**src/rtl/mult_defs_pkg.sv**
```systemverilog
// Shared definitions for the sequential 32x32 multiplier: operand width,
// iteration counter width and FSM state encoding.
package mult_defs_pkg;

    localparam int WIDTH = 32;
    localparam int CNT_W = $clog2(WIDTH) + 1;

    typedef enum logic [2:0] {
        IDLE,
        CALC,
        CORR_A,
        CORR_B,
        DONE
    } state_e;

endpackage

```
**src/rtl/seq_multiplier_32_adder.sv**
```systemverilog
// The existing 32-bit ripple adder that the multiplier shares for every
// partial product and sign-correction step.
module _32bit_adder (
    input  logic [31:0] A,
    input  logic [31:0] B,
    input  logic        carry_in,
    output logic [31:0] S,
    output logic        carry_out
);

    assign {carry_out, S} = {1'b0, A} + {1'b0, B} + {32'b0, carry_in};

endmodule

```
**src/rtl/seq_multiplier_32.sv**
```systemverilog
// Multi-cycle 32x32->64 shift-add multiplier, one partial product per clock.
// Define MULT_SIGNED_EN for two's-complement operands (adds CORR_A/CORR_B).
module seq_multiplier_32
    import mult_defs_pkg::*;
(
    input  logic               clk,
    input  logic               rst_n,
    input  logic               start,
    input  logic [WIDTH-1:0]   a,
    input  logic [WIDTH-1:0]   b,
    output logic               busy,
    output logic               done,
    output logic [2*WIDTH-1:0] product
);

    state_e           state_q;
    logic [WIDTH-1:0] aReg_q;
`ifdef MULT_SIGNED_EN
    logic [WIDTH-1:0] bReg_q;
`endif
    logic [WIDTH-1:0] hi_q;
    logic [WIDTH-1:0] lo_q;
    logic [CNT_W-1:0] cnt_q;

    logic [WIDTH-1:0] addB;
    logic             addCin;
    logic [WIDTH-1:0] sum;
    logic             carryOut;
    logic [WIDTH-1:0] hi_d;
    logic [WIDTH-1:0] lo_d;

    // Operand select for the single shared adder; A is always the high half.
    always_comb begin
        addB   = '0;
        addCin = 1'b0;
        case (state_q)
            CALC: addB = lo_q[0] ? aReg_q : '0;
`ifdef MULT_SIGNED_EN
            CORR_A: if (aReg_q[WIDTH-1]) begin
                addB   = ~bReg_q;
                addCin = 1'b1;
            end
            CORR_B: if (bReg_q[WIDTH-1]) begin
                addB   = ~aReg_q;
                addCin = 1'b1;
            end
`endif
            default: ;
        endcase
    end

    _32bit_adder uAdder (
        .A         (hi_q),
        .B         (addB),
        .carry_in  (addCin),
        .S         (sum),
        .carry_out (carryOut)
    );

    assign hi_d = {carryOut, sum[WIDTH-1:1]};
    assign lo_d = {sum[0], lo_q[WIDTH-1:1]};

    always_ff @(posedge clk or negedge rst_n) begin
        if (!rst_n) begin
            state_q <= IDLE;
            aReg_q  <= '0;
`ifdef MULT_SIGNED_EN
            bReg_q  <= '0;
`endif
            hi_q    <= '0;
            lo_q    <= '0;
            cnt_q   <= '0;
        end else begin
            case (state_q)
                IDLE: if (start) begin
                    aReg_q  <= a;
`ifdef MULT_SIGNED_EN
                    bReg_q  <= b;
`endif
                    hi_q    <= '0;
                    lo_q    <= b;
                    cnt_q   <= '0;
                    state_q <= CALC;
                end
                CALC: begin
                    hi_q  <= hi_d;
                    lo_q  <= lo_d;
                    cnt_q <= cnt_q + 1'b1;
                    if (cnt_q == CNT_W'(WIDTH - 1)) begin
`ifdef MULT_SIGNED_EN
                        state_q <= CORR_A;
`else
                        state_q <= DONE;
`endif
                    end
                end
`ifdef MULT_SIGNED_EN
                // Correction terms only touch the high half; carry out is dropped.
                CORR_A: begin
                    hi_q    <= sum;
                    state_q <= CORR_B;
                end
                CORR_B: begin
                    hi_q    <= sum;
                    state_q <= DONE;
                end
`endif
                DONE:    state_q <= IDLE;
                default: state_q <= IDLE;
            endcase
        end
    end

    assign busy    = (state_q != IDLE) && (state_q != DONE);
    assign done    = (state_q == DONE);
    assign product = {hi_q, lo_q};

endmodule
```
**config.mk**
```make
export PLATFORM = sky130hd
export DESIGN_NAME = seq_multiplier_32
export DESIGN_NICKNAME = d
export VERILOG_FILES = /design/src/rtl/mult_defs_pkg.sv /design/src/rtl/seq_multiplier_32_adder.sv /design/src/rtl/seq_multiplier_32.sv
export SDC_FILE = /design/constraint.sdc
export NUM_CORES = 1
export LEC_CHECK = 0
export CAP_MARGIN = 20
export CORE_ASPECT_RATIO = 0.75
export CORE_UTILIZATION = 48
export CTS_BUF_LIST = sky130_fd_sc_hd__clkbuf_4 sky130_fd_sc_hd__clkbuf_8
export DETAILED_ROUTE_END_ITERATION = 8
export GPL_TIMING_DRIVEN = 0
export HOLD_SLACK_MARGIN = 0.02
export PLACE_DENSITY_LB_ADDON = 0.25
export SLEW_MARGIN = 30
export SYNTH_ARGS = -nofsm -noshare
export SYNTH_HDL_FRONTEND = slang
export SYNTH_SLANG_ARGS = --single-unit
```
**constraint.sdc**
```tcl
create_clock -name clk -period 3.6 [get_ports clk]
set_clock_uncertainty 0.2 [all_clocks]
set_input_delay 0.72 -clock clk [delete_from_list [all_inputs] [get_ports clk]]
set_output_delay 0.72 -clock clk [all_outputs]
set_load 0.02 [all_outputs]
```
# == Word-level counts from Yosys, hierarchy flattened ==
# Cells that the tools add are included.
# word_totals
wordCells,31
ff_bits,105
out_inout_bits,66
in_bits,67
# classes
muxes,11
n_eq_ne,6
n_reduce_logical,7
addsub,2
# op_table
operator,count
2-to-1 mux 32 bit,4
one-hot mux 32 bit (2 select lines),2
adder 32 x 32 -> 33 bit,1
one-hot mux 6 bit (2 select lines),1
"adder 6 x 1 -> 6 bit, second input constant",1
"== test 6 x 5 -> 1 bit, second input constant",1
2-to-1 mux 3 bit,2
2-to-1 mux 6 bit,1
one-hot mux 3 bit (2 select lines),1
AND reduction 2 bit,3
"inequality test 2 bit, second input constant",2
"== test 3 x 1 -> 1 bit, second input constant",1
"== test 3 bit, second input constant",1
zero test 3 bit,1
"inequality test 3 bit, second input constant",1
nonzero test 3 bit,1
nonzero test 2 bit,1
logical AND 1 bit,1

# == Depth between registers and ports, before layout ==
# Gate-level depths: netlist of run 1.
# logic_depth
depth_word,4
depth_mapped,16
mapped_depth_nobuf,13

# == Hierarchy ==
# Synthesis of run 1 repeated with hierarchy kept, for this count alone.
# unflattened
hier_cells,688
area_unflattened_um2,6242.2
# by_module_without_submodules
module,area_each_um2,instances,cells_per_inst,seq_area_each_um2
seq_multiplier_32,4388.0,1,429,2602.5
_32bit_adder,1854.3,1,259,0.0

# == Worst setup path after synthesis of run 1 ==
# No wires, ideal clock.
# synth_path
kind,register to register
startpoint,reg state_q[0]
endpoint,reg hi_q[29]
synth_period_minus_slack_ns,3.648
path_slack_ns,-0.048
n_path_buf,3
setup_time_ns,0.076
stages_incl_launch_ff,17
arrival_time_ns,3.371
path_cell_list,dfrtp_1 -> clkbuf_1 -> nor2b_1 -> clkbuf_1 -> clkbuf_1 -> and3_1 -> ha_1 -> inv_1 -> fa_1 -> or2b_1 -> a21oi_1 -> o21ba_4 -> o211ai_2 -> a2111oi_2 -> a311oi_1 -> xor2_1 -> o21ai_1
# synth_between
elab_chain_len,4
word_cells_on_any_way,8
cone_classes,1 x add/sub; 2 x eq/ne; 2 x mux; 3 x reduce/logical
# synth_rtl
item,line_no,text
from (decl),seq_multiplier_32.sv:16,state_e state_q;
from (signal assigned),seq_multiplier_32.sv:65,state_q <= IDLE;
from (signal assigned),seq_multiplier_32.sv:83,state_q <= CALC;
from (signal assigned),seq_multiplier_32.sv:93,state_q <= DONE;
== test 3 x 1 -> 1 bit,"seq_multiplier_32.sv:36, seq_multiplier_32.sv:74",
2-to-1 mux 32 bit,seq_multiplier_32.sv:36,case (state_q)
adder 32 x 32 -> 33 bit,seq_multiplier_32_adder.sv:11,"assign {carry_out, S} = {1'b0, A} + {1'b0, B} + {32'b0, carry_in};"
one-hot mux 32 bit (2 select lines),seq_multiplier_32.sv:74,case (state_q)
to (signal assigned),seq_multiplier_32.sv:86,hi_q <= hi_d;
to (decl),seq_multiplier_32.sv:21,logic [WIDTH-1:0] hi_q;
# Parallel ways exist; a longest one is shown, timed or not.
# A chain may end at the register's enable or synchronous reset.

# == Worst setup path in the final report of run 1 ==
# layout_path
startpoint,reg state_q[0]
endpoint,reg hi_q[23]
# Same word-level chain as after synthesis.

==> results of run 1 <==
==> synthesized netlist by cell type, types with 2 or more instances <==
cell / count / area (um^2)
nand2_1: 176 / 661
o221ai_1: 2 / 17.5
o211ai_1: 5 / 37.5
and3_1: 32 / 200
dfrtp_1: 104 / 2600
nand3_1: 17 / 85.1
a211oi_1: 5 / 37.5
buf_2: 8 / 40.0
inv_1: 11 / 41.3
a22oi_1: 33 / 248
clkbuf_1: 42 / 158
o21ai_1: 5 / 25.0
o31ai_1: 3 / 22.5
a21oi_1: 30 / 150
o21bai_1: 7 / 52.6
a21oi_2: 2 / 17.5
a21o_1: 10 / 75.1
a32o_1: 3 / 30.0
nor2_1: 18 / 67.6
o21ai_0: 81 / 405
xnor2_1: 13 / 114
xor2_1: 10 / 87.6
nand2b_1: 10 / 62.6
nand4_1: 9 / 56.3
o21a_1: 4 / 30.0
or2_2: 3 / 18.8
a41o_1: 2 / 20.0
o2111ai_1: 2 / 17.5
a22o_1: 2 / 17.5
a31oi_1: 7 / 43.8
nor3b_1: 2 / 15.0
ha_1: 33 / 413
nor2b_1: 7 / 43.8
==> registers in the layout (all words and copies together), names as in the netlist <==
signal and count:
hi_q 32, aReg_q 32, state_q 2, lo_q 32, cnt_q 6
==> power by group through the flow <==
stage / combinational (mW) / sequential (mW) / clock [mW]
after floorplan: 1.58 / 2.26 / 0
after global placement: 2.99 / 1.96 / 0
after detailed placement: 3.06 / 1.97 / 0
after CTS: 3.11 / 1.96 / 0.826
after global routing: 3.53 / 2.02 / 0.872
final: 3.23 / 1.96 / 0.811
==> final cells by class <==
| type | instances | area share |
|---|---|---|
| Clock buffer | 12 | 0.0199 |
| Tap cell | 166 | 0.0251 |
| Clock inverter | 4 | 0.00694 |
| Sequential cell | 104 | 0.314 |
| Multi-Input combinational cell | 561 | 0.419 |
| Inverter | 11 | 0.00498 |
| Buffer | 52 | 0.0316 |
| Timing Repair Buffer | 147 | 0.178 |
==> cell usage in the layout, fill, tap and decap left out, drive strengths merged, types with 3 or more instances in the layout <==
master and instances:
a32o 3, xor2 10, and3 32, a21o 10, o31ai 3, buf 29
nor2 19, nor2b 7, clkbuf 50, xnor2 13, o21a 4, nand4 9
inv 13, ha 33, clkdlybuf4s50 131, o21bai 7, o21ai 87, nand3 17
a21oi 32, o211ai 6, a31oi 7, dfrtp 104, a22oi 33, nand2b 10
a211oi 5, nand2 176, or2 4
==> worst max-delay path, stage by stage, from the launching register on <==
cell      delay (ns)
dfrtp_1         0.41
clkbuf_8        0.14
nor2b_4         0.11
buf_4           0.16
buf_8           0.13
and3_1          0.18
ha_1            0.32
o21ai_0         0.35
a21oi_4         0.07
o21ba_4         0.26
nor2_4          0.16
a21oi_2         0.09
o21a_1          0.22
or3_1           0.32
a32o_1          0.25
==> kinds of logic (layout without fill, tap and decap cells) <==
logic type	count (synthesis)	in the layout
buffers and inverters	64	226
AND/OR/NAND/NOR	287	287
AO/OA/AOI/OAI	216	216
XOR/XNOR	23	23
multiplexers	1	1
adder cells (fa/ha/maj)	34	34
flip-flops	104	104
==> how the worst max path moves through the flow <==
stage,from,cells past startpoint,slack [ns],to
floorplan,state_q[0],16,0.05,hi_q[29]
global placement,rst_n,1,-2.24,hi_q[19]
detailed placement,state_q[2],16,-0.65,hi_q[29]
CTS,state_q[2],15,0.01,hi_q[29]
global route,state_q[0],13,-0.04,hi_q[26]
finish,state_q[0],14,0.09,hi_q[23]
==> timing repair <==
item                                    CTS  global route
gates resized for setup                  20            36
hold buffers                              1             0
setup buffers                             3             9
hold endpoints to repair                 15             0
pin swaps                                 5            11
endpoints found under the setup margin   27            18
gates cloned                              0             1
==> layer usage <==
| layer | vias to the layer above | global-route usage | routed length, um |
|---|---|---|---|
| li1 | 2891 | - | - |
| met1 | 2895 | 0.399 | 8600 |
| met2 | 165 | 0.417 | 7960 |
| met3 | 11 | 0.0452 | 863 |
| met4 | 0 | 0.0533 | 148 |
| met5 | - | 0 | 0 |
==> results.json, run 1 <==
{
  "synth_top_family_by_area": "compound AO/OA/AOI/OAI gates",
  "wire_per_inst_um": 16.6,
  "status": "finished, final reports clean",
  "ys_seq_area_frac": 0.419,
  "grt_antenna_before_repair": 0,
  "drt_first_pass_iters": 5,
  "yosys.area_share.adder": 0.0697,
  "synth_xor_xnor_area_share": 0.0324,
  "core_area_mm2": 0.0124,
  "synthCells": 729,
  "p_leak_nw": 3.71,
  "ff_latch_area_mm2": 0.00260,
  "ys_seq_elements": 104,
  "r2r_setup_slack_ns": 0.09,
  "hold_class": "reg2reg",
  "maxClockFrequency_mhz": 285,
  "ys.flop_type": "dfrtp_1",
  "rsz0062_at_grt": "yes",
  "diodes": 0,
  "clock-sinks": 104,
  "synth_simple_gate_area_share": 0.211,
  "tightest_slew_ns": 0.588,
  "dieHeight_um": 101,
  "synth_edf_count": 0,
  "grt_pass1_wl_um": 28600,
  "grt_max_degree": 73,
  "ys_types": 64,
  "vias": 5962,
  "first_iter_violations": 418,
  "grt_util_all_layers": 0.270,
  "holdPathStages": 2,
  "reg2reg_to": "hi_q[23]",
  "ff2ff_path_depth": 14,
  "multi_input_area_mm2": 0.00348,
  "initial_core_util": 0.500,
  "nets": 987,
  "worstPathArrival_ns": 3.58,
  "holdPathEnd": "aReg_q[21]",
  "required_ns": 3.67,
  "r2r-start": "state_q[0]",
  "slew_headroom": 0.608,
  "finalMaxSlewViolations": 0,
  "dieArea_mm2": 0.0134,
  "area_growth_pct": 33.4,
  "grt_overflow_total": 0,
  "synth_compound_area_frac": 0.225,
  "cp_max_fo": 7,
  "place_area_mm2": 0.00777,
  "crit_path_end_kind": "register",
  "max-vdd-ir-drop_mv": 0.361,
  "n_fill_cell": 1021,
  "wirelength_um": 17600,
  "sequentialPowerShare": 0.326,
  "power_switching_mw": 2.56,
  "hold_viol": 0,
  "die_w_um": 133,
  "clock_latency_ns": 0.38,
  "io_buffer_count": 132,
  "drive_gt1_frac": 0.0898,
  "cts_tree": "done",
  "globalplace.congestion": 0.867,
  "startpoint_type": "register",
  "fin_ws_ns": 0.0917,
  "setup_tns_ns": 0,
  "clkTransAtPathRegs_ns": 0.10,
  "dp_cells": 1028,
  "clock_power_share": 0.135,
  "clockBufferDepth": 2,
  "viasPerCell": 5.64,
  "syn_nets": 830,
  "htreeDepth": 3,
  "final_area_mm2": 0.00829,
  "hold_slack_ns": 0.277,
  "total_power_mw": 6.01,
  "hold_path.startpoint": "aReg_q[21]",
  "final_core_utilization": 0.666,
  "rows": 35,
  "swShare": 0.426,
  "p_int_mw": 3.45,
  "cap_violations": 0,
  "fin_cells": 1057,
  "numCtsBuffers": 9,
  "synthMuxAreaShare": 0.00161,
  "syn-cell-area_mm2": 0.00621,
  "fin_crit_sh": 0.975,
  "p_per_area_mw_per_mm2": 725,
  "grt_pass1_vias": 5580,
  "async_flop_share": 1.00,
  "ios": 133,
  "min_period_ns": 3.51,
  "ant_nets": 0,
  "pre_cts_ws_ns": -0.654,
  "synth.avg_cell_area_um2": 8.52,
  "critPathKind": "reg2reg",
  "ys.warnings.count": 0,
  "combPwrFrac": 0.539,
  "cts-root-buf": "clkbuf_8",
  "place_hpwl_um": 12900,
  "setup_viol": 0,
  "drc": 0
}
No activity file was read; power rests on OpenSTA's default activity.
==> inputs of run 2 (changes only) <==
--- a/config.mk
+++ b/config.mk
@@ -7,6 +7,7 @@
 export LEC_CHECK = 0
 export CAP_MARGIN = 20
 export CORE_ASPECT_RATIO = 0.75
+export CORE_MARGIN = 2
 export CORE_UTILIZATION = 48
 export CTS_BUF_LIST = sky130_fd_sc_hd__clkbuf_4 sky130_fd_sc_hd__clkbuf_8
 export DETAILED_ROUTE_END_ITERATION = 8
==> run 2 against run 1 <==
Compared with the run above:
- critical path depth increased by 2
- global-route usage fell by 1.5 points
- register-to-register slack about the same
- clock-buffer cell count fell by 2
- first-iteration DRC count is 16% higher
- worst setup slack got worse by 0.0042 ns
- sequential share of layout area rose by 0.46 points
- via count decreased by 0.49%
- sequential cell count stayed put
- power down 3.2%
- core utilization shrank 0.96 points
- final area shrank 1.4%
==> results.json, run 2 (same netlist as run 1, synthesis figures left out) <==
{
  "cts-root-buf": "clkbuf_8",
  "rows": 35,
  "grt_max_degree": 67,
  "finalMaxSlewViolations": 0,
  "wire_per_inst_um": 16.5,
  "grt_antenna_before_repair": 0,
  "p_leak_nw": 3.66,
  "numCtsBuffers": 9,
  "clock_latency_ns": 0.38,
  "crit_path_end_kind": "register",
  "max-vdd-ir-drop_mv": 0.361,
  "viasPerCell": 5.63,
  "top_regs": "aReg_q (32), hi_q (32), lo_q (32)",
  "worstPathArrival_ns": 3.58,
  "ios": 133,
  "nets": 986,
  "cp_slowest_cell": "dfrtp_1",
  "first_iter_violations": 484,
  "multi_input_area_mm2": 0.00344,
  "p_per_area_mw_per_mm2": 712,
  "cap_violations": 0,
  "grt_util_all_layers": 0.255,
  "holdBufCountCts": 0,
  "cts_tree": "done",
  "setup_tns_ns": 0,
  "final_common_cell": "nand2_1",
  "critPathKind": "reg2reg",
  "hold_viol": 0,
  "dp_cells": 1028,
  "drive_gt1_frac": 0.0822,
  "hold_slack_ns": 0.0268,
  "final_cell_mix": "nand2_1 (176), clkdlybuf4s50_1 (131), dfrtp_1 (103)",
  "clock-sinks": 104,
  "grt_overflow_total": 0,
  "critPathMaxStageDelay_ns": 0.42,
  "crit_top_cell": "buf_6",
  "diodes": 0,
  "drt_first_pass_iters": 5,
  "slew_headroom": 0.611,
  "ant_nets": 0,
  "core_area_mm2": 0.0124,
  "dieArea_mm2": 0.0139,
  "ff2ff_path_depth": 16,
  "die_w_um": 135,
  "status": "finished, final reports clean",
  "hold_class": "in2async",
  "total_power_mw": 5.82,
  "fin_crit_sh": 0.976,
  "n_fill_cell": 1027,
  "clockBufferDepth": 2,
  "io_buffer_count": 132,
  "maxClockFrequency_mhz": 285,
  "cp_top_family": "simple AND/OR/NAND/NOR gates",
  "drc": 0,
  "crit_chain": "buf_8 > nor2b_4 > buf_6 > buf_6 > and3_1 > ha_1 > buf_6 > and4_1 > o2111ai_1 > o21ba_4 > buf_4 > nor2_4 > a21oi_2 > o21a_1 > or3_1 > a32o_1",
  "tightest_slew_ns": 0.583,
  "required_ns": 3.67,
  "grt_pass1_wl_um": 28100,
  "startpoint_type": "register",
  "place_area_mm2": 0.00777,
  "fin_cells": 1054,
  "wirelength_um": 17300,
  "cp_max_fo": 10,
  "min_period_ns": 3.51,
  "vias": 5933,
  "crit_cells": 16,
  "area_growth_pct": 31.5,
  "initial_core_util": 0.500,
  "final_area_mm2": 0.00817,
  "place_hpwl_um": 12900,
  "dieHeight_um": 103,
  "cp.buffers_inverters": 5,
  "clkTransAtPathRegs_ns": 0.10,
  "setup_viol": 0,
  "grt_pass1_vias": 5696,
  "globalplace.congestion": 0.898,
  "htreeDepth": 3,
  "ff_latch_area_mm2": 0.00260
}
## run 2: cell types whose count changed in the layout (fill, tap and decap cells not counted), moves of 3 or more
cell      change
buf_4         -5
buf_2         +3
ha_2          -3
clkbuf_8      -3
a21oi_4       -3
## run 2: layer usage
layer | up-vias | wire length [um] | part of all wire | track usage
met2 | 181 | 7860 | 0.45 | 0.409
met3 | 21 | 863 | 0.050 | 0.0374
li1 | 2888 | - | - | -
met1 | 2843 | 8380 | 0.48 | 0.369
met5 | - | 0 | 0 | 0
met4 | 0 | 245 | 0.014 | 0.0641
## run 2: worst register-to-register path: stages (launching register included)
cell	delay, ns
dfrtp_1	0.42
buf_8	0.13
nor2b_4	0.12
buf_6	0.13
buf_6	0.14
and3_1	0.18
ha_1	0.28
buf_6	0.14
and4_1	0.20
o2111ai_1	0.12
o21ba_4	0.20
buf_4	0.14
nor2_4	0.16
a21oi_2	0.09
o21a_1	0.21
or3_1	0.31
a32o_1	0.25
## run 2: power breakdown
part | internal (mW) | switching, mW | total [mW] | leakage (nW)
clock | 0.266 | 0.424 | 0.690 | 0.0846
combinational | 1.43 | 1.73 | 3.16 | 2.28
sequential | 1.60 | 0.367 | 1.97 | 1.30
total | 3.30 | 2.52 | 5.82 | 3.66
## run 2: timing repair
action / in CTS / in global routing
pin swaps: 5 / 10
setup endpoints to repair: 25 / 16
gates resized for setup: 21 / 19
setup buffers: 3 / 10
cloned: 0 / 0
## run 2: stage by stage
| step | util | setup slack [ns] |
|---|---|---|
| after floorplan | - | 0.0496 |
| final | 0.657 | 0.0875 |
| after global placement | 0.623 | -2.23 |
| after CTS | 0.646 | 0.00640 |
| after detailed placement | 0.625 | -0.672 |
| after global routing | 0.657 | -0.0406 |
## run 2: final timing paths
| check | from | to | slack (ns) |
|---|---|---|---|
| min | rst_n | lo_q[25] | 0.03 |
| min in group clk | aReg_q[21] | aReg_q[21] | 0.28 |
| min reg2reg | aReg_q[21] | aReg_q[21] | 0.28 |
| max reg2reg | state_q[0] | hi_q[23] | 0.09 |
| max in group asynchronous | rst_n | hi_q[21] | 2.52 |
| max | state_q[0] | hi_q[23] | 0.09 |
## run 2: final cells by class
cell class,instances,share of cell area
well taps,166,0.0254
repair buffers,146,0.177
inverters,11,0.00505
flip-flops and latches,104,0.319
plain buffers,52,0.0317
multi-input cells,561,0.421
clock buffers,10,0.0168
clock inverters,4,0.00368
==> inputs of run 3 (changes only) <==
--- a/config.mk
+++ b/config.mk
@@ -14,6 +14,7 @@
 export GPL_TIMING_DRIVEN = 0
 export HOLD_SLACK_MARGIN = 0.02
 export PLACE_DENSITY_LB_ADDON = 0.25
+export SKIP_LAST_GASP = 1
 export SLEW_MARGIN = 30
 export SYNTH_ARGS = -nofsm -noshare
 export SYNTH_HDL_FRONTEND = slang
==> results of run 3 <==
Final layout, timing and power as in run 2 (identical DEF).
